===== config.mk =====
export PLATFORM = sky130hd
export DESIGN_NAME = sipo_deframer
export DESIGN_NICKNAME = d
export VERILOG_FILES = /design/src/rtl/sipo_deframer.sv
export SDC_FILE = /design/constraint.sdc
export NUM_CORES = 1
export LEC_CHECK = 0
export BUFFER_PORTS_ARGS = -buffer_cell sky130_fd_sc_hd__buf_2
export CAP_MARGIN = 30
export CORE_AREA = 3 3 49 51
export CTS_CLUSTER_DIAMETER = 200
export DETAILED_ROUTE_END_ITERATION = 8
export DIE_AREA = 0 0 52 54
export GPL_TIMING_DRIVEN = 0
export PLACE_DENSITY_LB_ADDON = 0.05
export SYNTH_ARGS = -nofsm -noshare
export SYNTH_HDL_FRONTEND = slang
export SYNTH_SLANG_ARGS = --single-unit

===== constraint.sdc =====
create_clock -name clk -period 4.17 [get_ports clk]
set_clock_uncertainty 0.05 [all_clocks]
set_input_delay 0.2085 -clock clk [delete_from_list [all_inputs] [get_ports clk]]
set_output_delay 0.2085 -clock clk [all_outputs]
set_load 0.005 [all_outputs]

===== src/rtl/sipo_deframer.sv =====
// Serial-in/parallel-out receiver: assembles WIDTH-bit words from a qualified
// bit stream, realigns on start-of-frame, and holds one completed word for a valid/ready consumer.
module sipo_deframer #(
  parameter int WIDTH     = 8,
  parameter bit MSB_FIRST = 1'b1
) (
  input  logic                       clk,
  input  logic                       reset,
  input  logic                       sin,
  input  logic                       sin_valid,
  input  logic                       sof,
  output logic [WIDTH-1:0]           dout,
  output logic                       dout_valid,
  input  logic                       dout_ready,
  output logic                       overrun,
  input  logic                       clr_overrun,
  output logic [$clog2(WIDTH+1)-1:0] bit_cnt
);
  localparam int CW = $clog2(WIDTH+1);
  localparam logic [CW-1:0] LAST = CW'(WIDTH-1);

  typedef enum logic {EMPTY, FULL} hold_t;

  logic [WIDTH-1:0] sr, sr_nxt;
  logic [CW-1:0]    cnt_nxt;
  logic             complete, load, drop;
  hold_t            state, state_nxt;

  // Shifter and bit counter; sof restarts the word with the current bit as bit 0.
  always_comb begin
    sr_nxt   = sr;
    cnt_nxt  = bit_cnt;
    complete = 1'b0;
    if (sin_valid) begin
      if (sof) begin
        sr_nxt  = MSB_FIRST ? {{(WIDTH-1){1'b0}}, sin} : {sin, {(WIDTH-1){1'b0}}};
        cnt_nxt = CW'(1);
      end else begin
        sr_nxt = MSB_FIRST ? {sr[WIDTH-2:0], sin} : {sin, sr[WIDTH-1:1]};
        if (bit_cnt == LAST) begin
          cnt_nxt  = '0;
          complete = 1'b1;
        end else begin
          cnt_nxt = bit_cnt + CW'(1);
        end
      end
    end
  end

  // One-entry holding stage; a handshake on the completing edge refills without a bubble.
  always_comb begin
    state_nxt = state;
    load      = 1'b0;
    drop      = 1'b0;
    case (state)
      EMPTY: if (complete) begin
        load      = 1'b1;
        state_nxt = FULL;
      end
      FULL: begin
        if (dout_ready) begin
          if (complete) load = 1'b1;
          else          state_nxt = EMPTY;
        end else if (complete) begin
          drop = 1'b1;
        end
      end
    endcase
  end

  always_ff @(posedge clk or posedge reset) begin
    if (reset) state <= EMPTY;
    else       state <= state_nxt;
  end

  always_ff @(posedge clk or posedge reset) begin
    if (reset) begin
      sr      <= '0;
      bit_cnt <= '0;
      dout    <= '0;
      overrun <= 1'b0;
    end else begin
      sr      <= sr_nxt;
      bit_cnt <= cnt_nxt;
      if (load) dout <= sr_nxt;
      // A drop on the same edge as a clear keeps the flag set.
      if (drop)             overrun <= 1'b1;
      else if (clr_overrun) overrun <= 1'b0;
    end
  end

  assign dout_valid = (state == FULL);

endmodule


Word level (Yosys, flattened, before mapping)
Cells that the tools add are included. W data, S select, Z words.

Register bits after elaboration: 22. Bits of input ports: 7. Output and inout port bits: 14. Word-level logic and storage cells: 25.

Add/sub/neg operators: 1. Eq/ne operators: 1. Muxes and demuxes: 16. Bitwise logic cells: 1. Reductions and logical operators: 1.

Operators by type and width (count): $mux W8 (2); $mux W1 (10); $mux W4 (2); $add A4 B1 Y4 const B (1); $eq A4 B3 Y1 const B (1); $pmux W1 S2 (2); $reduce_bool A2 Y1 (1); $not A1 Y1 (1).

Longest topological paths before layout
Gate-level depths: netlist of run 1.

Depth in word-level cells: 8. Gate-level depth with buffers: 5. Gate-level depth less buffers: 4.

Least setup slack after synthesis of run 1
No wires, ideal clock.

Path type: register to register. Start: register bit_cnt[0]. End: register dout[0]. Library setup time: 125 ps. Arrival time: 1472 ps. Data required time: 3995 ps. Slack: 2522 ps. Cell stages (with the launch flop): 6. Buffers on the path: 1. Period minus slack after synthesis: 1648 ps. Cells stage by stage: dfrtp_1 > ha_1 > nand3b_4 > nor4bb_4 > buf_6 > mux2_4.

Word-level cells in the longest chain between the ends: 7.

Ends and longest elaborated chain: start, declared (RTL line 17) `output logic [$clog2(WIDTH+1)-1:0] bit_cnt`; start signal, assigned (RTL line 84) `bit_cnt <= cnt_nxt;`; $eq A4 B3 Y1 * (RTL line 40) `if (bit_cnt == LAST) begin`; $mux W1 * (RTL line 40); $mux W1 * (RTL line 35) `if (sof) begin`; $mux W1 * (RTL line 34) `if (sin_valid) begin`; $mux W1 * (RTL line 56, 62); $mux W1 (RTL line 61) `if (dout_ready) begin`; $pmux W1 S2 * (RTL line 55) `case (state)`; end signal, assigned (RTL line 85) `if (load) dout <= sr_nxt;`; end, declared (RTL line 12) `output logic [WIDTH-1:0] dout,`.

Mark *: on every way between the ends. The rest lies on a longest branch, timed or not. A chain may end at the register's enable or synchronous reset.

Worst setup path in the final report of run 1
Start: register bit_cnt[0]. End: register dout[6].

Same word-level chain as after synthesis.

==> flow_summary.json, run 1 <==
{
  "core-area_sq_um": 1980,
  "setup_tns_ns": 0,
  "synthesis.area_sq_um": 988,
  "r2r_start": "bit_cnt[0]",
  "critical-path-max-stage-delay_ns": 0.44,
  "grt_pass1_wl_um": 2690,
  "clockBufferDepth": 2,
  "clock-sinks": 22,
  "grt_start_max_net_pins": 23,
  "start_kind": "register",
  "die_h_um": 54,
  "cts_tree": "yes",
  "ys_seq_area_share_pct": 55.7,
  "drc": 0,
  "post_cts_buffers": 0,
  "r2r.worst_path.cells": 5,
  "tightestPinTransition_ns": 0.827,
  "grtUsageTotal_pct": 13.2,
  "diodes": 0,
  "worst-path-stages": 5,
  "rsz0062_at_grt": "false",
  "ys_warn_count": 0,
  "ys_seq_elements": 22,
  "antenna_left": 0,
  "synth_area_leaders": "dfrtp_1 (56%), inv_1 (8.0%), mux2i_1 (6.1%), mux2_4 (4.6%), a2bb2oi_1 (4.4%)",
  "drt_wl_total_um": 1620,
  "final_max_slew_viol_count": 0,
  "leakagePower_nw": 0.621,
  "synth_top_area_cell": "dfrtp_1",
  "gp_congestion": 0.704,
  "crit_buf_inv": 1,
  "synth.avg_cell_area_sq_um": 11.8,
  "critical_path_class": "register to register",
  "synthArstFlopShare_pct": 100,
  "ys_types": 21,
  "postCtsHoldBufs": 0,
  "syn-num-nets": 92,
  "final_common_cell": "dfrtp_1",
  "clkLatencyLatePin_ns": 0.29,
  "antenna_found_initial": 0,
  "nets": 116,
  "start_util_pct": 49.9,
  "cp.required_ns": 4.31,
  "setup.worst_path.end_class": "register",
  "port_buffers": 19,
  "path_delay_family": "flip-flops",
  "cts-root-buf": "clkbuf_4",
  "grt.overflow.total": 0,
  "grt_pass1_vias": 616,
  "synth_top_area_share_pct": 55.7,
  "hp-class": "input port to asynchronous set/reset pin",
  "instances_no_fill": 133,
  "fp.dieW_um": 52,
  "critPathMaxFanout": 8,
  "vias_per_cell": 4.64,
  "final_cell_mix": "dfrtp_1 (22), buf_2 (21), inv_1 (21)",
  "setup_viol": 0,
  "ir_drop_mv": 0.213,
  "syn_inst": 84,
  "ios": 21,
  "finalHoldViolCount": 0,
  "num-fill-cells": 170,
  "cp_slowest_cell": "dfrtp_1",
  "drtIter0Drc": 0,
  "fin_total_pwr_mw": 0.463,
  "avgRoutedWirePerCell_um": 12.2,
  "status": "completed",
  "routed-via-count": 617,
  "multi_input_area_sq_um": 327,
  "regArea_sq_um": 551,
  "max_freq_ghz": 0.565,
  "crit_chain": "ha_1, nand3b_4, nor4bb_4, buf_6, mux2_4",
  "clkTransAtPathRegs_ns": 0.12,
  "worst-endpoint-arrival_ns": 1.91,
  "dp_hpwl_um": 1180,
  "place_inst": 130,
  "relSlewSlack_pct": 44.8,
  "cp-startpoint": "bit_cnt[0]",
  "htree_levels": 1,
  "ys.flop_type": "dfrtp_1",
  "syn2layout_area_growth_pct": 15.3,
  "dr.pass1.iters": 1,
  "period_share_pct": 42.4,
  "period_minus_slack_ns": 1.77,
  "synth_edf_count": 0,
  "maxCapViolCount": 0,
  "pwr_density_cell_nw_per_um2": 406,
  "numCtsBuffers": 3,
  "dieArea_sq_um": 2810,
  "drive_gt1_share_pct": 30.2,
  "rows": 16,
  "cts_resized": 0
}
==> cells by family (layout without fill, tap and decap cells) <==
group	after synthesis	after routing	share of synthesized area [%]
muxes	10	10	11.8
AOI/OAI and AO/OA	13	13	9.24
DFF	22	22	55.7
buffers and inverters	25	47	11.3
and+or+nand+nor	13	13	10.8
adders and majority gates	1	1	1.27
==> final timing paths <==
| check | end | slack [ns] |
|---|---|---|
| max | dout[6] | 2.40 |
| min | dout[5] | 0.005 |
| max reg2reg | dout[6] | 2.40 |
| min reg2reg | sr[3] | 0.46 |
| max in group asynchronous | dout[3] | 3.56 |
| min in group clk | overrun | 0.03 |
==> sequential cells by signal (all words and copies together) (netlist names) <==
signal and flops:
overrun 1, dout 8, bit_cnt 4, sr 8
dout_valid 1
==> area by class of cell <==
class,count,area share (%)
plain buffers,4,2.85
well taps,27,2.96
repair buffers,19,8.34
inverters,21,6.92
multi-input cells,37,28.6
flip-flops and latches,22,48.3
clock buffers,3,1.98
==> through the flow <==
stage                     util (%)  cell area (sq um)  hold slack [ns]  worst slack, ns
after detailed placement      56.4               1120            0.347             2.42
after global routing          57.5               1140           0.0139             2.32
final                         57.5               1140          0.00481             2.40
after global placement        56.4               1120            0.345             2.44
after floorplan                  -                988            0.148             2.52
after CTS                     57.5               1140           0.0198             2.39
==> Yosys cell counts, types with 2 or more instances <==
cell type and number:
nand2_1 4, mux2_4 3, mux2i_1 6, buf_2 2, o22ai_1 2, dfrtp_1 22, inv_1 21, buf_6 2
o21ai_0 5, nand3b_1 2, a2bb2oi_1 5
==> power by group <==
part / leakage, nW / switching [mW] / total, mW / internal, mW
Combinational: 0.330 / 0.0464 / 0.0993 / 0.0528
Sequential: 0.276 / 0.0229 / 0.271 / 0.248
Clock: 0.0138 / 0.0599 / 0.0935 / 0.0336
Total: 0.621 / 0.129 / 0.463 / 0.334
==> per-layer routing <==
layer / global-route usage, % / up-vias / wire length (um)
met1: 15.6 / 290 / 741
met5: 0 / - / 0
li1: - / 316 / -
met3: 3.32 / 2 / 56
met4: 5.24 / 0 / 7
met2: 23.0 / 9 / 818
No activity file was read; power rests on OpenSTA's default activity.
==> inputs of run 2 (changes only) <==
--- a/config.mk
+++ b/config.mk
@@ -7,10 +7,10 @@
 export LEC_CHECK = 0
 export BUFFER_PORTS_ARGS = -buffer_cell sky130_fd_sc_hd__buf_2
 export CAP_MARGIN = 30
-export CORE_AREA = 3 3 49 51
+export CORE_AREA = 3 3 50 52
 export CTS_CLUSTER_DIAMETER = 200
 export DETAILED_ROUTE_END_ITERATION = 8
-export DIE_AREA = 0 0 52 54
+export DIE_AREA = 0 0 53 55
 export GPL_TIMING_DRIVEN = 0
 export PLACE_DENSITY_LB_ADDON = 0.05
 export SYNTH_ARGS = -nofsm -noshare
==> constraint.sdc (replaced) <==
create_clock -name clk -period 1.6 [get_ports clk]
set_clock_uncertainty 0.05 [all_clocks]
set_input_delay 0.08 -clock clk [delete_from_list [all_inputs] [get_ports clk]]
set_output_delay 0.08 -clock clk [all_outputs]
set_load 0.005 [all_outputs]
==> run 2 against run 1 <==
Net effect:
- non-clock buffer count increased by 10
- combinational power grew to 3.0 times the previous value
- die area is 3.8% higher
- critical path depth is the same
- largest cell class unchanged
==> flow_summary.json, run 2 (same netlist as run 1, synthesis figures left out) <==
{
  "place_ws_ns": -0.0750,
  "worst-endpoint-arrival_ns": 1.76,
  "grt.overflow.total": 0,
  "antenna_found_initial": 0,
  "dp_hpwl_um": 1170,
  "top_regs": "dout x8, sr x8, bit_cnt x4",
  "relSlewSlack_pct": 43.0,
  "drive_gt1_share_pct": 33.3,
  "vias_per_cell": 4.64,
  "status": "completed",
  "pwr_density_cell_nw_per_um2": 1130,
  "clockBufferDepth": 2,
  "clkLatencyLatePin_ns": 0.32,
  "start_util_pct": 46.0,
  "cts_tree": "yes",
  "switching_share_pct": 26.2,
  "cp-startpoint": "bit_cnt[1]",
  "pwr-share-comb_pct": 20.7,
  "maxCapViolCount": 0,
  "syn2layout_area_growth_pct": 29.0,
  "hp-class": "input port to register",
  "rows": 17,
  "finalHoldViolCount": 0,
  "period_share_pct": 99.8,
  "leakagePower_nw": 0.682,
  "instances_no_fill": 145,
  "fin_total_pwr_mw": 1.44,
  "cp.required_ns": 1.76,
  "drtIter0Drc": 3,
  "setup_slack_ns": 0.00369,
  "fp.dieW_um": 53,
  "port_buffers": 19,
  "nets": 126,
  "netSwitchingPower_mw": 0.378,
  "critPathMaxFanout": 6,
  "final_max_slew_viol_count": 0,
  "clock-sinks": 22,
  "gp_congestion": 0.682,
  "grt_start_max_net_pins": 23,
  "dieArea_sq_um": 2920,
  "rsz0062_at_grt": "true",
  "clkTransAtPathRegs_ns": 0.14,
  "dr.pass1.iters": 2,
  "ir_drop_mv": 0.732,
  "ff2ff_setup_slack_ns": 0.004,
  "path_delay_family": "flip-flops",
  "cp_slowest_cell": "dfrtp_1",
  "setup.worst_path.end_class": "register",
  "grtUsageTotal_pct": 14.0,
  "avgRoutedWirePerCell_um": 12.9,
  "cts-root-buf": "clkbuf_4",
  "htree_levels": 1,
  "start_kind": "register",
  "ios": 21,
  "drt_wl_total_um": 1870,
  "max_freq_ghz": 0.626,
  "r2r_start": "bit_cnt[1]",
  "final_common_cell": "dfrtp_1",
  "clkPwrFrac_pct": 30.5,
  "setup_viol": 0,
  "diodes": 0,
  "seq_power_share_pct": 48.9,
  "tightestPinTransition_ns": 0.854,
  "num-fill-cells": 192,
  "place_inst": 131,
  "final_cell_mix": "dfrtp_1 (22), buf_2 (21), inv_1 (21)",
  "crit_chain": "ha_4, nand3b_4, nor4bb_4, buf_6, mux2_4",
  "numCtsBuffers": 3,
  "die_h_um": 55,
  "grt_pass1_vias": 626,
  "drc": 0,
  "antenna_left": 0,
  "critical-path-max-stage-delay_ns": 0.42,
  "worstHoldStart": "dout_ready",
  "core-area_sq_um": 2150,
  "period_minus_slack_ns": 1.60,
  "intPower_mw": 1.06,
  "routed-via-count": 673,
  "crit_buf_inv": 1,
  "grt_pass1_wl_um": 2860,
  "critical_path_class": "register to register"
}
run 2: power by group through the flow:
stage	clock (mW)	sequential, mW	combinational [mW]
5_1_grt	0.469	0.721	0.342
3_3_place_gp	0	0.717	0.266
2_1_floorplan	0	0.727	0.148
3_5_place_dp	0	0.721	0.269
4_1_cts	0.447	0.706	0.303
6_report	0.440	0.705	0.298
run 2: worst paths after layout:
path,end,cells after the start
min reg2reg,sr[3],2
min in group asynchronous,dout[0],3
max reg2reg,dout[6],5
min,dout_valid,3
max in group asynchronous,sr[6],3
max,dout[6],5
run 2: area by class of cell:
| cell class | instances | area [sq um] | area share, % |
|---|---|---|---|
| clock inverter | 1 | 30.0 | 2.36 |
| clock buffer | 3 | 22.5 | 1.77 |
| inverter | 21 | 78.8 | 6.18 |
| buffer | 4 | 32.5 | 2.55 |
| multi-input combinational | 37 | 339 | 26.6 |
| tap | 28 | 35.0 | 2.75 |
| sequential | 22 | 551 | 43.2 |
| timing repair buffer | 29 | 186 | 14.6 |
run 2: worst min-delay path, cell delays in order:
cell and delay, ns:
buf_2 0.08, nand2b_1 0.14, nand2_1 0.07
run 2: what timing repair did:
action                                  in CTS  in global routing
endpoints found under the setup margin       3                  5
gates cloned                                 0                  0
hold endpoints to repair                    27                  0
setup buffers                                4                  1
hold buffers                                 5                  0
gates resized for setup                      0                  1
run 2: through the flow:
step	hold WS, ns	setup TNS [ns]	area (sq um)	util, %
6_report	0.0146	0	1270	59.3
5_1_grt	0.0149	-0.263	1270	59.3
4_1_cts	0.00497	-0.0134	1260	58.8
3_5_place_dp	0.224	-0.221	1130	52.7
3_3_place_gp	0.216	-0.163	1130	52.7
2_1_floorplan	0.0192	0	1000	-
run 2: routing by layer:
layer	up-vias	GRT usage (%)	share of wire, %
met2	12	24.0	48
met1	318	16.4	46
met5	-	0	0
li1	338	-	-
met4	0	7.66	2.7
met3	5	3.22	3.1
==> inputs of run 3 (changes only) <==
--- a/config.mk
+++ b/config.mk
@@ -12,7 +12,7 @@
 export DETAILED_ROUTE_END_ITERATION = 8
 export DIE_AREA = 0 0 53 55
 export GPL_TIMING_DRIVEN = 0
-export PLACE_DENSITY_LB_ADDON = 0.05
+export PLACE_DENSITY = 0.68
 export SYNTH_ARGS = -nofsm -noshare
 export SYNTH_HDL_FRONTEND = slang
 export SYNTH_SLANG_ARGS = --single-unit
==> run 3 against run 2 <==
Net effect:
- the run now ends with setup timing left
- worst setup slack worse by 0.012 ns
- flip-flop and latch count did not move
- worst hold slack got worse by 0.00059 ns
- global-route usage is 0.21 points higher
- first-iteration DRC count up 130%
- utilization fell by 0.058 points
- cell count rose by 1.4%
- critical path type unchanged
- largest cell class unchanged
- largest power group unchanged
- highest routed layer unchanged
==> flow_summary.json, run 3 (same netlist as run 1, synthesis figures left out) <==
{
  "maxCapViolCount": 0,
  "fp.dieW_um": 53,
  "drt_wl_total_um": 1840,
  "syn2layout_area_growth_pct": 28.9,
  "clkLatencyLatePin_ns": 0.31,
  "antenna_found_initial": 0,
  "clkTransAtPathRegs_ns": 0.13,
  "top_regs": "dout x8, sr x8, bit_cnt x4",
  "ios": 21,
  "cp-startpoint": "bit_cnt[1]",
  "rsz0062_at_grt": "true",
  "final_cell_mix": "dfrtp_1 (22), buf_2 (21), inv_1 (21)",
  "place_inst": 131,
  "status": "finished with violations",
  "grt_pass1_wl_um": 3020,
  "worst-endpoint-arrival_ns": 1.76,
  "period_minus_slack_ns": 1.61,
  "core-area_sq_um": 2150,
  "leakagePower_nw": 0.685,
  "instances_no_fill": 147,
  "num-fill-cells": 182,
  "gp_congestion": 0.772,
  "diodes": 0,
  "cts_tree": "yes",
  "drive_gt1_share_pct": 34.5,
  "clock-sinks": 22,
  "start_kind": "register",
  "numCtsBuffers": 3,
  "critical_path_class": "register to register",
  "r2r_start": "bit_cnt[1]",
  "hp-class": "input port to register",
  "ff2ff_setup_slack_ns": -0.008,
  "grt.overflow.total": 0,
  "antenna_left": 0,
  "final_common_cell": "dfrtp_1",
  "reg2reg_to": "dout[0]",
  "final_core_util_pct": 59.3,
  "routed-via-count": 704,
  "max_freq_ghz": 0.622,
  "htree_levels": 1,
  "dieArea_sq_um": 2920,
  "violations": "setup timing",
  "setup_tns_ns": -0.0177,
  "nets": 128,
  "relSlewSlack_pct": 45.1,
  "tightestPinTransition_ns": 0.823,
  "dp_hpwl_um": 1220,
  "setup_slack_ns": -0.00783,
  "grtUsageTotal_pct": 14.3,
  "r2r.worst_path.cells": 5,
  "critPathMaxFanout": 7,
  "vias_per_cell": 4.79,
  "start_util_pct": 46.0,
  "grt_start_max_net_pins": 23,
  "die_h_um": 55,
  "cts-root-buf": "clkbuf_4",
  "finalHoldViolCount": 0,
  "avgRoutedWirePerCell_um": 12.5,
  "clockBufferDepth": 2,
  "pwr_density_cell_nw_per_um2": 1040,
  "rows": 17,
  "final_max_slew_viol_count": 0,
  "drtIter0Drc": 7,
  "cp.required_ns": 1.76,
  "drc": 0,
  "period_share_pct": 100,
  "crit_end": "dout[0]",
  "ir_drop_mv": 0.738,
  "grt_pass1_vias": 699,
  "setup_viol": 3,
  "port_buffers": 19,
  "setup.worst_path.end_class": "register",
  "dr.pass1.iters": 3
}
## run 3: cell count changes in the layout (fill, tap and decap cells not counted), sizes merged
| cell | delta |
|---|---|
| bufinv | -1 |
| clkbuf | +1 |
| buf | +2 |
## run 3: layer usage
metal	vias to the layer above	global-route usage, %	part of all wire, %
met5	-	0	0
met4	0	7.66	1.6
met3	4	3.22	3.2
met2	12	23.1	50
met1	344	17.7	45
li1	344	-	-
## run 3: how the worst min path moves through the flow
stage	startpoint	end	cells past startpoint	slack (ns)
after global routing	dout_ready	dout_valid	3	0.02
after floorplan	reset	bit_cnt[0]	1	0.02
final	dout_ready	dout_valid	3	0.01
after global placement	clr_overrun	overrun	2	0.21
after detailed placement	clr_overrun	overrun	2	0.22
after CTS	dout_ready	dout_valid	3	0.02
## run 3: layout make-up
cell class / instances / area [sq um] / area share, %
Timing Repair Buffer: 31 / 201 / 15.8
Tap cell: 28 / 35.0 / 2.75
Multi-Input combinational cell: 37 / 339 / 26.6
Sequential cell: 22 / 551 / 43.2
Inverter: 21 / 78.8 / 6.19
Buffer: 4 / 32.5 / 2.55
Clock buffer: 4 / 36.3 / 2.85
## run 3: what timing repair did
item / 4_1_cts / 5_1_grt
endpoints found under the setup margin: 3 / 8
gates resized for setup: 0 / 1
buffers inserted: 6 / 1
hold endpoints to repair: 27 / 0
hold buffers: 5 / 0
## run 3: report_power, final
| part | switching, mW | total [mW] | internal, mW |
|---|---|---|---|
| sequential | 0.0639 | 0.709 | 0.645 |
| clock | 0.175 | 0.314 | 0.139 |
| combinational | 0.134 | 0.298 | 0.164 |
## run 3: critical path: stages, from the launching register on
cell and delay, ns:
dfrtp_1 0.42, ha_4 0.18, nand3b_4 0.09, nor4bb_4 0.28, buf_6 0.18, mux2_4 0.30
## run 3: stage by stage
stage                     hold slack (ns)  power [mW]  cell area (sq um)  setup WS (ns)
after floorplan                    0.0192       0.874               1000         0.0118
after global routing               0.0223        1.40               1270        -0.0613
after detailed placement            0.225       0.996               1130        -0.0544
after CTS                          0.0163        1.32               1260        0.00398
final                              0.0140        1.32               1270       -0.00783
after global placement              0.214       0.985               1130        -0.0304
